`src/rtl/ddr3_mon_pkg.sv`:
```
// ddr3_mon_pkg: command/error/bank-state enums plus pin decode and saturating helpers for the DDR3 command monitor
package ddr3_mon_pkg;
  typedef enum logic [3:0] {CMD_NOP, CMD_ACT, CMD_RD, CMD_WR, CMD_PRE, CMD_PREA, CMD_REF, CMD_MRS, CMD_ZQ} cmd_e;
  typedef enum logic [3:0] {ERR_NONE, ERR_ACT_OPEN, ERR_RW_CLOSED, ERR_REF_OPEN, ERR_TRCD, ERR_TRP, ERR_TRAS} err_e;
  typedef enum logic {BANK_CLOSED, BANK_OPEN} bank_state_e;
  function automatic cmd_e decode_cmd(input logic cke, input logic cs_n, input logic ras_n,
                                      input logic cas_n, input logic we_n, input logic a10);
    if (!cke || cs_n) return CMD_NOP;
    case ({ras_n, cas_n, we_n})
      3'b011:  return CMD_ACT;
      3'b101:  return CMD_RD;
      3'b100:  return CMD_WR;
      3'b010:  return a10 ? CMD_PREA : CMD_PRE;
      3'b001:  return CMD_REF;
      3'b000:  return CMD_MRS;
      3'b110:  return CMD_ZQ;
      default: return CMD_NOP;
    endcase
  endfunction
  function automatic logic [7:0] sat_inc8(input logic [7:0] c);
    return c == 8'hff ? c : c + 8'd1;
  endfunction
  function automatic logic [31:0] sat_inc32(input logic [31:0] c, input logic hit);
    return hit && c != '1 ? c + 32'd1 : c;
  endfunction
endpackage

```
`src/rtl/ddr3_bank_tracker.sv`:
```
// ddr3_bank_tracker: open/closed state of one bank plus saturating cycle counts since its last ACT and PRE
module ddr3_bank_tracker
  import ddr3_mon_pkg::*;
(
  input  logic       clk,
  input  logic       rst,
  input  logic       act,
  input  logic       pre,
  output logic       is_open,
  output logic [7:0] act_cnt,
  output logic [7:0] pre_cnt
);
  bank_state_e state_q, state_d;
  logic [7:0] act_cnt_q, act_cnt_d, pre_cnt_q, pre_cnt_d;
  always_comb begin
    state_d   = act ? BANK_OPEN : pre ? BANK_CLOSED : state_q;
    act_cnt_d = act ? 8'd0 : sat_inc8(act_cnt_q);
    pre_cnt_d = pre ? 8'd0 : sat_inc8(pre_cnt_q);
  end
  always_ff @(posedge clk) begin
    if (rst) begin
      state_q   <= BANK_CLOSED;
      act_cnt_q <= 8'hff;
      pre_cnt_q <= 8'hff;
    end else begin
      state_q   <= state_d;
      act_cnt_q <= act_cnt_d;
      pre_cnt_q <= pre_cnt_d;
    end
  end
  assign is_open = state_q == BANK_OPEN;
  assign act_cnt = act_cnt_q;
  assign pre_cnt = pre_cnt_q;
endmodule

```
`src/rtl/ddr3_cmd_monitor.sv`:
```
// ddr3_cmd_monitor: decodes DDR3 pins, tracks per-bank state and flags ACT/PRE/RD/WR/REF protocol violations
module ddr3_cmd_monitor
  import ddr3_mon_pkg::*;
#(
  parameter int BA_W   = 3,
  parameter int ADDR_W = 14,
  parameter int T_RCD  = 6,
  parameter int T_RP   = 6,
  parameter int T_RAS  = 15
) (
  input  logic                 clk,
  input  logic                 rst,
  input  logic                 cke,
  input  logic                 cs_n,
  input  logic                 ras_n,
  input  logic                 cas_n,
  input  logic                 we_n,
  input  logic [BA_W-1:0]      ba,
  input  logic [ADDR_W-1:0]    addr,
  output logic                 cmd_valid,
  output logic [3:0]           cmd_code,
  output logic [BA_W-1:0]      cmd_ba,
  output logic [ADDR_W-1:0]    cmd_addr,
  output logic [2**BA_W-1:0]   bank_open,
  output logic                 err_valid,
  output logic [3:0]           err_code,
  output logic [BA_W-1:0]      err_ba,
  output logic [31:0]          cnt_act,
  output logic [31:0]          cnt_rd,
  output logic [31:0]          cnt_wr
);
  localparam int NB = 2**BA_W;
  localparam logic [7:0] RCD = 8'(T_RCD);
  localparam logic [7:0] RP  = 8'(T_RP);
  localparam logic [7:0] RAS = 8'(T_RAS);
  cmd_e cmd, cmd_code_q, cmd_code_d;
  err_e err_code_q, err_code_d;
  logic rw, prea_hit, tras_hit;
  logic [BA_W-1:0] prea_ba, cmd_ba_q, cmd_ba_d, err_ba_q, err_ba_d;
  logic [ADDR_W-1:0] cmd_addr_q, cmd_addr_d;
  logic cmd_valid_q, cmd_valid_d, err_valid_q, err_valid_d;
  logic [31:0] cnt_act_q, cnt_act_d, cnt_rd_q, cnt_rd_d, cnt_wr_q, cnt_wr_d;
  logic [7:0] act_cnt [NB];
  logic [7:0] pre_cnt [NB];
  for (genvar b = 0; b < NB; b++) begin : g_bank
    ddr3_bank_tracker u_bank (
      .clk     (clk),
      .rst     (rst),
      .act     (cmd == CMD_ACT && ba == BA_W'(b)),
      .pre     (cmd == CMD_PREA || (cmd == CMD_PRE && ba == BA_W'(b))),
      .is_open (bank_open[b]),
      .act_cnt (act_cnt[b]),
      .pre_cnt (pre_cnt[b])
    );
  end
  always_comb begin
    cmd      = decode_cmd(cke, cs_n, ras_n, cas_n, we_n, addr[10]);
    rw       = cmd == CMD_RD || cmd == CMD_WR;
    prea_hit = 1'b0;
    prea_ba  = '0;
    for (int i = NB - 1; i >= 0; i--)
      if (bank_open[i] && act_cnt[i] < RAS) begin
        prea_hit = 1'b1;
        prea_ba  = BA_W'(i);
      end
    tras_hit    = cmd == CMD_PREA ? prea_hit : cmd == CMD_PRE && bank_open[ba] && act_cnt[ba] < RAS;
    err_code_d  = cmd == CMD_ACT && bank_open[ba]  ? ERR_ACT_OPEN  :
                  rw && !bank_open[ba]             ? ERR_RW_CLOSED :
                  cmd == CMD_REF && |bank_open     ? ERR_REF_OPEN  :
                  rw && act_cnt[ba] < RCD          ? ERR_TRCD      :
                  cmd == CMD_ACT && pre_cnt[ba] < RP ? ERR_TRP     :
                  tras_hit                         ? ERR_TRAS      : ERR_NONE;
    err_valid_d = err_code_d != ERR_NONE;
    err_ba_d    = cmd == CMD_PREA ? prea_ba : ba;
    cmd_valid_d = cmd != CMD_NOP;
    cmd_code_d  = cmd;
    cmd_ba_d    = ba;
    cmd_addr_d  = addr;
    cnt_act_d   = sat_inc32(cnt_act_q, cmd == CMD_ACT);
    cnt_rd_d    = sat_inc32(cnt_rd_q, cmd == CMD_RD);
    cnt_wr_d    = sat_inc32(cnt_wr_q, cmd == CMD_WR);
  end
  always_ff @(posedge clk) begin
    if (rst) begin
      cmd_valid_q <= 1'b0;
      cmd_code_q  <= CMD_NOP;
      cmd_ba_q    <= '0;
      cmd_addr_q  <= '0;
      err_valid_q <= 1'b0;
      err_code_q  <= ERR_NONE;
      err_ba_q    <= '0;
      cnt_act_q   <= '0;
      cnt_rd_q    <= '0;
      cnt_wr_q    <= '0;
    end else begin
      cmd_valid_q <= cmd_valid_d;
      cmd_code_q  <= cmd_code_d;
      cmd_ba_q    <= cmd_ba_d;
      cmd_addr_q  <= cmd_addr_d;
      err_valid_q <= err_valid_d;
      err_code_q  <= err_code_d;
      err_ba_q    <= err_ba_d;
      cnt_act_q   <= cnt_act_d;
      cnt_rd_q    <= cnt_rd_d;
      cnt_wr_q    <= cnt_wr_d;
    end
  end
  assign cmd_valid = cmd_valid_q;
  assign cmd_code  = cmd_code_q;
  assign cmd_ba    = cmd_ba_q;
  assign cmd_addr  = cmd_addr_q;
  assign err_valid = err_valid_q;
  assign err_code  = err_code_q;
  assign err_ba    = err_ba_q;
  assign cnt_act   = cnt_act_q;
  assign cnt_rd    = cnt_rd_q;
  assign cnt_wr    = cnt_wr_q;
endmodule

```
`config.mk`:
```
export PLATFORM = sky130hd
export DESIGN_NAME = ddr3_cmd_monitor
export DESIGN_NICKNAME = d
export VERILOG_FILES = /design/src/rtl/ddr3_mon_pkg.sv /design/src/rtl/ddr3_bank_tracker.sv /design/src/rtl/ddr3_cmd_monitor.sv
export SDC_FILE = /design/constraint.sdc
export NUM_CORES = 1
export LEC_CHECK = 0
export BUFFER_PORTS_ARGS = -buffer_cell sky130_fd_sc_hd__buf_2
export CORE_AREA = 3 3 174 125
export CTS_CLUSTER_DIAMETER = 80
export DETAILED_ROUTE_END_ITERATION = 10
export DIE_AREA = 0 0 177 128
export PLACE_DENSITY = 0.84
export RECOVER_POWER = 100
export SKIP_LAST_GASP = 1
export SYNTH_ARGS = -nofsm -noshare
export SYNTH_HDL_FRONTEND = slang
export SYNTH_SLANG_ARGS = --single-unit
```
`constraint.sdc`:
```
create_clock -name clk -period 4.9 [get_ports clk]
set_input_delay 0.49 -clock clk [delete_from_list [all_inputs] [get_ports clk]]
set_output_delay 0.49 -clock clk [all_outputs]
set_load 0.1 [all_outputs]
```
==> results of run 1 <==
## cell type report
cell class	instances	area [um^2]
Inverter	31	116
Sequential cell	261	5230
Tap cell	270	338
Timing Repair Buffer	160	631
Clock buffer	35	746
Fill cell	1635	5800
Multi-Input combinational cell	1102	6870
Clock inverter	13	235
## worst max-delay path by stage
stage               cells past startpoint  slack (ns)        from           to
floorplan                               8        2.26  cnt_act[6]  cnt_act[10]
global placement                        6        1.95       ras_n  cnt_act[31]
detailed placement                      6        1.88       ras_n  cnt_act[31]
CTS                                     6        2.17  cnt_wr[12]   cnt_wr[21]
global route                            4        1.05         rst    err_ba[0]
finish                                  4        1.29         rst    err_ba[0]
## power by group through the flow
stage | clock network [mW] | logic [mW] | registers [mW]
floorplan | 0 | 2.02 | 3.07
global placement | 0 | 2.36 | 3.10
detailed placement | 0 | 2.49 | 3.12
CTS | 2.27 | 2.54 | 3.09
global route | 2.36 | 2.90 | 3.18
finish | 2.25 | 2.54 | 3.11
## critical path, delay by kind of cell
kind	cells	cell delay, ns
buffers and inverters	2	2.76
AND/OR/NAND/NOR	1	0.27
AO/OA/AOI/OAI	1	0.43
## layout by cell type (no fill, tap or decap), types with 28 or more instances in the layout
cell type  count
a21oi_1       28
clkbuf_1     142
o21ai_0      163
dfxtp_1      261
nor3_1        39
and3_1        56
nor4_1        32
xnor2_1       72
xor2_1        55
mux2i_1       32
nand3_1      127
inv_1         31
nand4_1       47
nor2_1       145
nand2_1       98
## logic make-up after synthesis
logic type | after synthesis
adder cells (fa/ha/maj) | 19
buffers and inverters | 99
flip-flops | 261
AND/OR/NAND/NOR | 652
other | 1
AO/OA/AOI/OAI | 257
XOR/XNOR | 127
multiplexers | 46
## cells in the mapped netlist, types with 3 or more instances
cell type,count
dfxtp_1,261
o21ai_0,162
nor2_1,145
nand3_1,126
nand2_1,98
xnor2_1,72
and3_1,56
xor2_1,55
nand4_1,46
clkbuf_1,41
nor3_1,38
mux2i_1,32
inv_1,31
nor4_1,30
a21oi_1,27
nor2b_1,23
ha_1,19
and4_1,17
a31oi_1,13
buf_2,13
buf_4,13
and2_1,12
nand2b_1,12
nor4_2,11
mux4_2,10
o31ai_1,9
nand3b_1,7
o21ai_1,6
a211oi_1,4
a21o_1,4
nor3b_1,4
a22o_1,3
mux2_2,3
nor3_2,3
o21a_1,3
or3_1,3
## metal layers
metal | global-route usage [%] | up-vias
met5 | 0 | -
met1 | 39.3 | 5356
met2 | 43.0 | 443
li1 | - | 5500
met3 | 4.74 | 94
met4 | 8.13 | 2
## sequential cells by signal, indices dropped and copies added, names as in the netlist, 3 cells and up
name,cells
cmd_addr,14
err_code,3
cnt_wr,32
cnt_act,32
cmd_ba,3
cmd_code,4
err_ba,3
g_bank.u_bank.is_open,8
g_bank.u_bank.pre_cnt,64
g_bank.u_bank.act_cnt,64
cnt_rd,32
==> run_results.csv, run 1 <==
group,metric,value,unit
min_path,hold_end,"cmd_addr[8]",
min_path,min_path_type,"input pin to register",
setup_path,rr_worst_depth,6,
die,start_util,63.1,%
yosys,synth.largest_area_cell,"dfxtp_1",
sta,setup_violations,0,
setup_path,crit_required,5.30,ns
die,fp.dieArea,0.0227,mm^2
setup_path,worstSetupPathType,"input pin to register",
clock_tree,htreeDepth,1,
pwr,power_frac_seq,39.4,%
clock_tree,worstSkewPairLatency,0.54,ns
sta,worstMarginPinSlew,3.22,ns
setup_path,cp.arrival,4.01,ns
pwr,power_density,558,mW/mm^2
route,vias,11400,
yosys,synth_xor_area_share,8.83,%
setup_path,start_kind,"input pin",
setup_path,crit_path_end_kind,"register",
finish,final_util,70.9,%
setup_path,crit_chain,"buf_4, clkbuf_1, nor2b_1, a22o_1",
clock_tree,cts_max_path_buffers,3,
placed_design,port_buffers,156,
die,ioPinCount,158,
die,core.rowCount,43,
yosys,ys_ff_latch,261,
clock_tree,cts-root-buf,"clkbuf_16",
clock_tree,cts_setup_buffers,0,
placed_design,dp.cells,1824,
yosys,yosysSeqAreaShare,41.5,%
sta,fmax,277,MHz
finish,diodes,0,
die,core_area,0.0200,mm^2
clock_tree,cts.hold.buffers_added,0,
run_status,violations,"capacitance limit, slew limit",
yosys,netlist_area,0.0126,mm^2
pwr,p_int,5.10,mW
finish,final_nets,1625,
global_routing,gr-total-overflow,0,
run_status,status,"finished with violations",
global_routing,grt_max_degree,72,
yosys,synth_top_family_by_area,"simple AND/OR/NAND/NOR gates",
flow_run,max_cap_violations,4,
sta,slew_viol_final,188,
placed_design,placed_area,0.0134,mm^2
yosys,synth_async_sr_flop_share,0,%
yosys,avgSynthCellArea,8.62,um^2
route,drt_wl_total,32300,um
placed_design,hpwl,22200,um
route,wl_per_cell,17.2,um
route,dr.pass1.iters,5,
route,routedLengthMet1,14400,um
finish,stdcell_area,0.0142,mm^2
yosys,synth_warnings,0,
route,wl_met3,2410,um
pwr,p_sw,2.80,mW
clock_tree,numCtsBuffers,26,
die,die_width,177,um
yosys,synth-edff-count,0,
setup_path,critical-path-max-stage-delay,2.31,ns
finish,layoutNonFillerInstCount,1872,
min_path,worstHoldStart,"addr[8]",
route,first_iter_violations,941,
min_path,worstHoldPathCells,2,
setup_path,ff2ff_setup_slack,1.47,ns
yosys,ys_top_cells_by_area,"dfxtp_1, o21ai_0, nand3_1, xnor2_1, nor2_1",
setup_path,r2r_end,"cnt_rd[2]",
sta,fin_crit,3.61,ns
global_routing,antenna_found_initial,1,
route,vias_per_cell,6.09,
sta,whs,0.158,ns
clock_tree,ctsResizeCount,0,
pwr,peakVddDrop,487,uV
yosys,synth_top_area_share,41.5,%
pwr,leakagePower,5.32,nW
setup_path,r2r_start,"cnt_rd[12]",
finish,drive_above_1_share,6.37,%
sta,setup_ws,1.29,ns
pwr,power,7.90,mW
clock_tree,cts_sinks,261,
route,drcViolationCount,0,
yosys,ys_dominant_reg_cell,"dfxtp_1",
global_routing,grt_pass1_wl,52100,um
sta,hold_viol,0,
route,route.met2.wl,14500,um
pwr,combPwrFrac,32.1,%
setup_path,crit_path_max_fanout,71,
pwr,switching_share,35.5,%
global_routing,grt_pass1_vias,10400,
sta,slew_headroom,-115,%
yosys,synth_mux_area_share,4.69,%
finish,syn_to_final_growth,12.4,%
sta,skew,0.0152,ns
yosys,synth_cell_types,74,
route,dr.max_layer_used,"met5",
yosys,synth-simple-area-share,27.8,%
placed_design,pre_cts_slack,1.88,ns
route,ant_nets,0,
clock_tree,cts_tree,"built",
clock_tree,clkTransAtPathRegs,0.06,ns
setup_path,cp_slowest_cell,"clkbuf_1",
global_routing,grt_usage,27.5,%
sta,tns,0,ns
sta,post-route-period-util,73.6,%
yosys,synth_nets,1505,
placed_design,gp_congestion,0.927,
pwr,power.share.clock,28.5,%
yosys,synthAdderAreaFrac,1.89,%
yosys,synth_compound_area_share,11.8,%
die,fp.dieH,128,um
sta,rsz0062_at_grt,"no",
yosys,synth_cells,1462,
No activity file was read; power rests on OpenSTA's default activity.
==> run 2, diff against run 1 <==
--- a/config.mk
+++ b/config.mk
@@ -6,11 +6,11 @@
 export NUM_CORES = 1
 export LEC_CHECK = 0
 export BUFFER_PORTS_ARGS = -buffer_cell sky130_fd_sc_hd__buf_2
-export CORE_AREA = 3 3 174 125
+export CORE_AREA = 3 3 189 135
 export CTS_CLUSTER_DIAMETER = 80
 export DETAILED_ROUTE_END_ITERATION = 10
-export DIE_AREA = 0 0 177 128
-export PLACE_DENSITY = 0.84
+export DIE_AREA = 0 0 192 138
+export PLACE_DENSITY = 0.76
 export RECOVER_POWER = 100
 export SKIP_LAST_GASP = 1
 export SYNTH_ARGS = -nofsm -noshare
==> constraint.sdc (replaced) <==
create_clock -name clk -period 3.03 [get_ports clk]
set_input_delay 0.303 -clock clk [delete_from_list [all_inputs] [get_ports clk]]
set_output_delay 0.303 -clock clk [all_outputs]
set_load 0.1 [all_outputs]
==> run_results.csv, run 2 (synthesis gave the netlist of run 1 again) <==
group,metric,value,unit
placed_design,port_buffers,156,
clock_tree,cts_max_path_buffers,3,
finish,syn_to_final_growth,13.0,%
route,vias,11200,
clock_tree,cts.hold.buffers_added,11,
setup_path,crit_path_max_fanout,12,
clock_tree,ctsResizeCount,0,
clock_tree,worstSkewPairLatency,0.53,ns
flow_run,max_cap_violations,2,
setup_path,ff2ff_setup_slack,0.53,ns
die,fp.dieArea,0.0265,mm^2
pwr,power_density,856,mW/mm^2
die,die_width,192,um
placed_design,placed_area,0.0136,mm^2
global_routing,gr-usage-met1,34.6,%
sta,fin_crit,2.50,ns
setup_path,crit_path_end_kind,"register",
run_status,violations,"capacitance limit, slew limit",
global_routing,grt_usage,23.4,%
die,ioPinCount,158,
sta,slew_viol_final,108,
finish,stdcell_area,0.0142,mm^2
clock_tree,cts-root-buf,"clkbuf_16",
pwr,peakVddDrop,684,uV
clock_tree,cts_sinks,261,
placed_design,hpwl,22700,um
die,core.rowCount,47,
finish,mostFrequentLayoutCell,"dfxtp_1",
setup_path,start_kind,"register",
sta,rsz0062_at_grt,"no",
global_routing,use_met2,34.3,%
sta,post-route-period-util,82.5,%
sta,whs,0.0156,ns
route,first_iter_violations,828,
global_routing,grt_max_degree,56,
finish,final_cell_mix,"dfxtp_1, o21ai_0, clkbuf_1, nor2_1, nand3_1",
sta,worstMarginPinSlew,2.32,ns
pwr,leakagePower,5.34,nW
min_path,min_path_type,"input pin to register",
die,start_util,53.2,%
run_status,status,"finished with violations",
setup_path,worstSetupPathType,"register to register",
route,drcViolationCount,0,
die,fp.dieH,138,um
sta,skew,0.00884,ns
route,vias_per_cell,5.79,
route,wl_per_cell,16.5,um
sta,hold_viol,0,
global_routing,gr-max-usage-layer,"met1",
clock_tree,clkTransAtPathRegs,0.06,ns
clock_tree,cts_setup_buffers,0,
route,dr.pass1.iters,7,
setup_path,crit_required,3.35,ns
global_routing,grt_pass1_vias,10100,
finish,nFillCells,2147,
die,core_area,0.0237,mm^2
clock_tree,htreeDepth,1,
sta,tns,0,ns
route,ant_nets,0,
global_routing,antenna_found_initial,0,
global_routing,grt_pass1_wl,52200,um
pwr,power,12.2,mW
sta,fmax,400,MHz
sta,setup_violations,0,
global_routing,gr-total-overflow,0,
setup_path,cp.arrival,2.82,ns
placed_design,gp_congestion,0.933,
sta,slew_headroom,-54.6,%
clock_tree,numCtsBuffers,26,
route,drt_wl_total,32100,um
clock_tree,cts_tree,"built",
finish,final_nets,1650,
global_routing,grt_use_met3,4.88,%
finish,drive_above_1_share,6.04,%
## run 2: cell types whose count changed in the layout (fill, tap and decap cells not counted), sizes merged
cell / delta
dlygate4sd3: +11
clkinv: +1
clkinvlp: -2
buf: +2
clkbuf: +14
bufinv: -5
diode: +1
## run 2: metrics by stage
| stage | instances | setup WS [ns] | util, % |
|---|---|---|---|
| global placement | 1886 | 0.584 | 57.4 |
| detailed placement | 1886 | 0.521 | 57.4 |
| finish | 1942 | 0.531 | 60.1 |
| floorplan | 1462 | 0.390 | - |
| CTS | 1941 | 0.663 | 61.3 |
| global route | 1941 | 0.257 | 60.1 |
## run 2: cell type report
type	count	area, um^2	area share [%]
repair buffers	185	813	5.71
well taps	318	398	2.80
diodes	1	2.50	0.0176
multi-input cells	1102	6860	48.2
clock inverters	7	60.1	0.422
inverters	31	116	0.817
flip-flops and latches	261	5230	36.7
clock buffers	37	763	5.36
## run 2: final timing paths
kind | from | endpoint | depth (start not counted)
max | cnt_rd[12] | cnt_rd[4] | 7
min | addr[13] | cmd_addr[13] | 2
max reg2reg | cnt_rd[12] | cnt_rd[4] | 7
min reg2reg | cnt_rd[1] | cnt_rd[1] | 2
## run 2: metal layers
layer / up-vias / part of all wire (%)
li1: 5533 / -
met1: 5243 / 47
met2: 395 / 42
met3: 72 / 7.1
met4: 0 / 2.9
met5: - / 0
## run 2: report_power, final
part           internal, mW  switching [mW]
sequential             4.16           0.853
clock                  1.82            1.32
combinational          1.84            2.19
## run 2: worst max-delay path, stage by stage, from the launching register on
cell and delay, ns:
dfxtp_1 0.45, and4_1 0.35, nand4_1 0.39, nor4_1 0.29, clkbuf_1 0.46, nor4b_1 0.13, xnor2_1 0.17, nor2_1 0.06
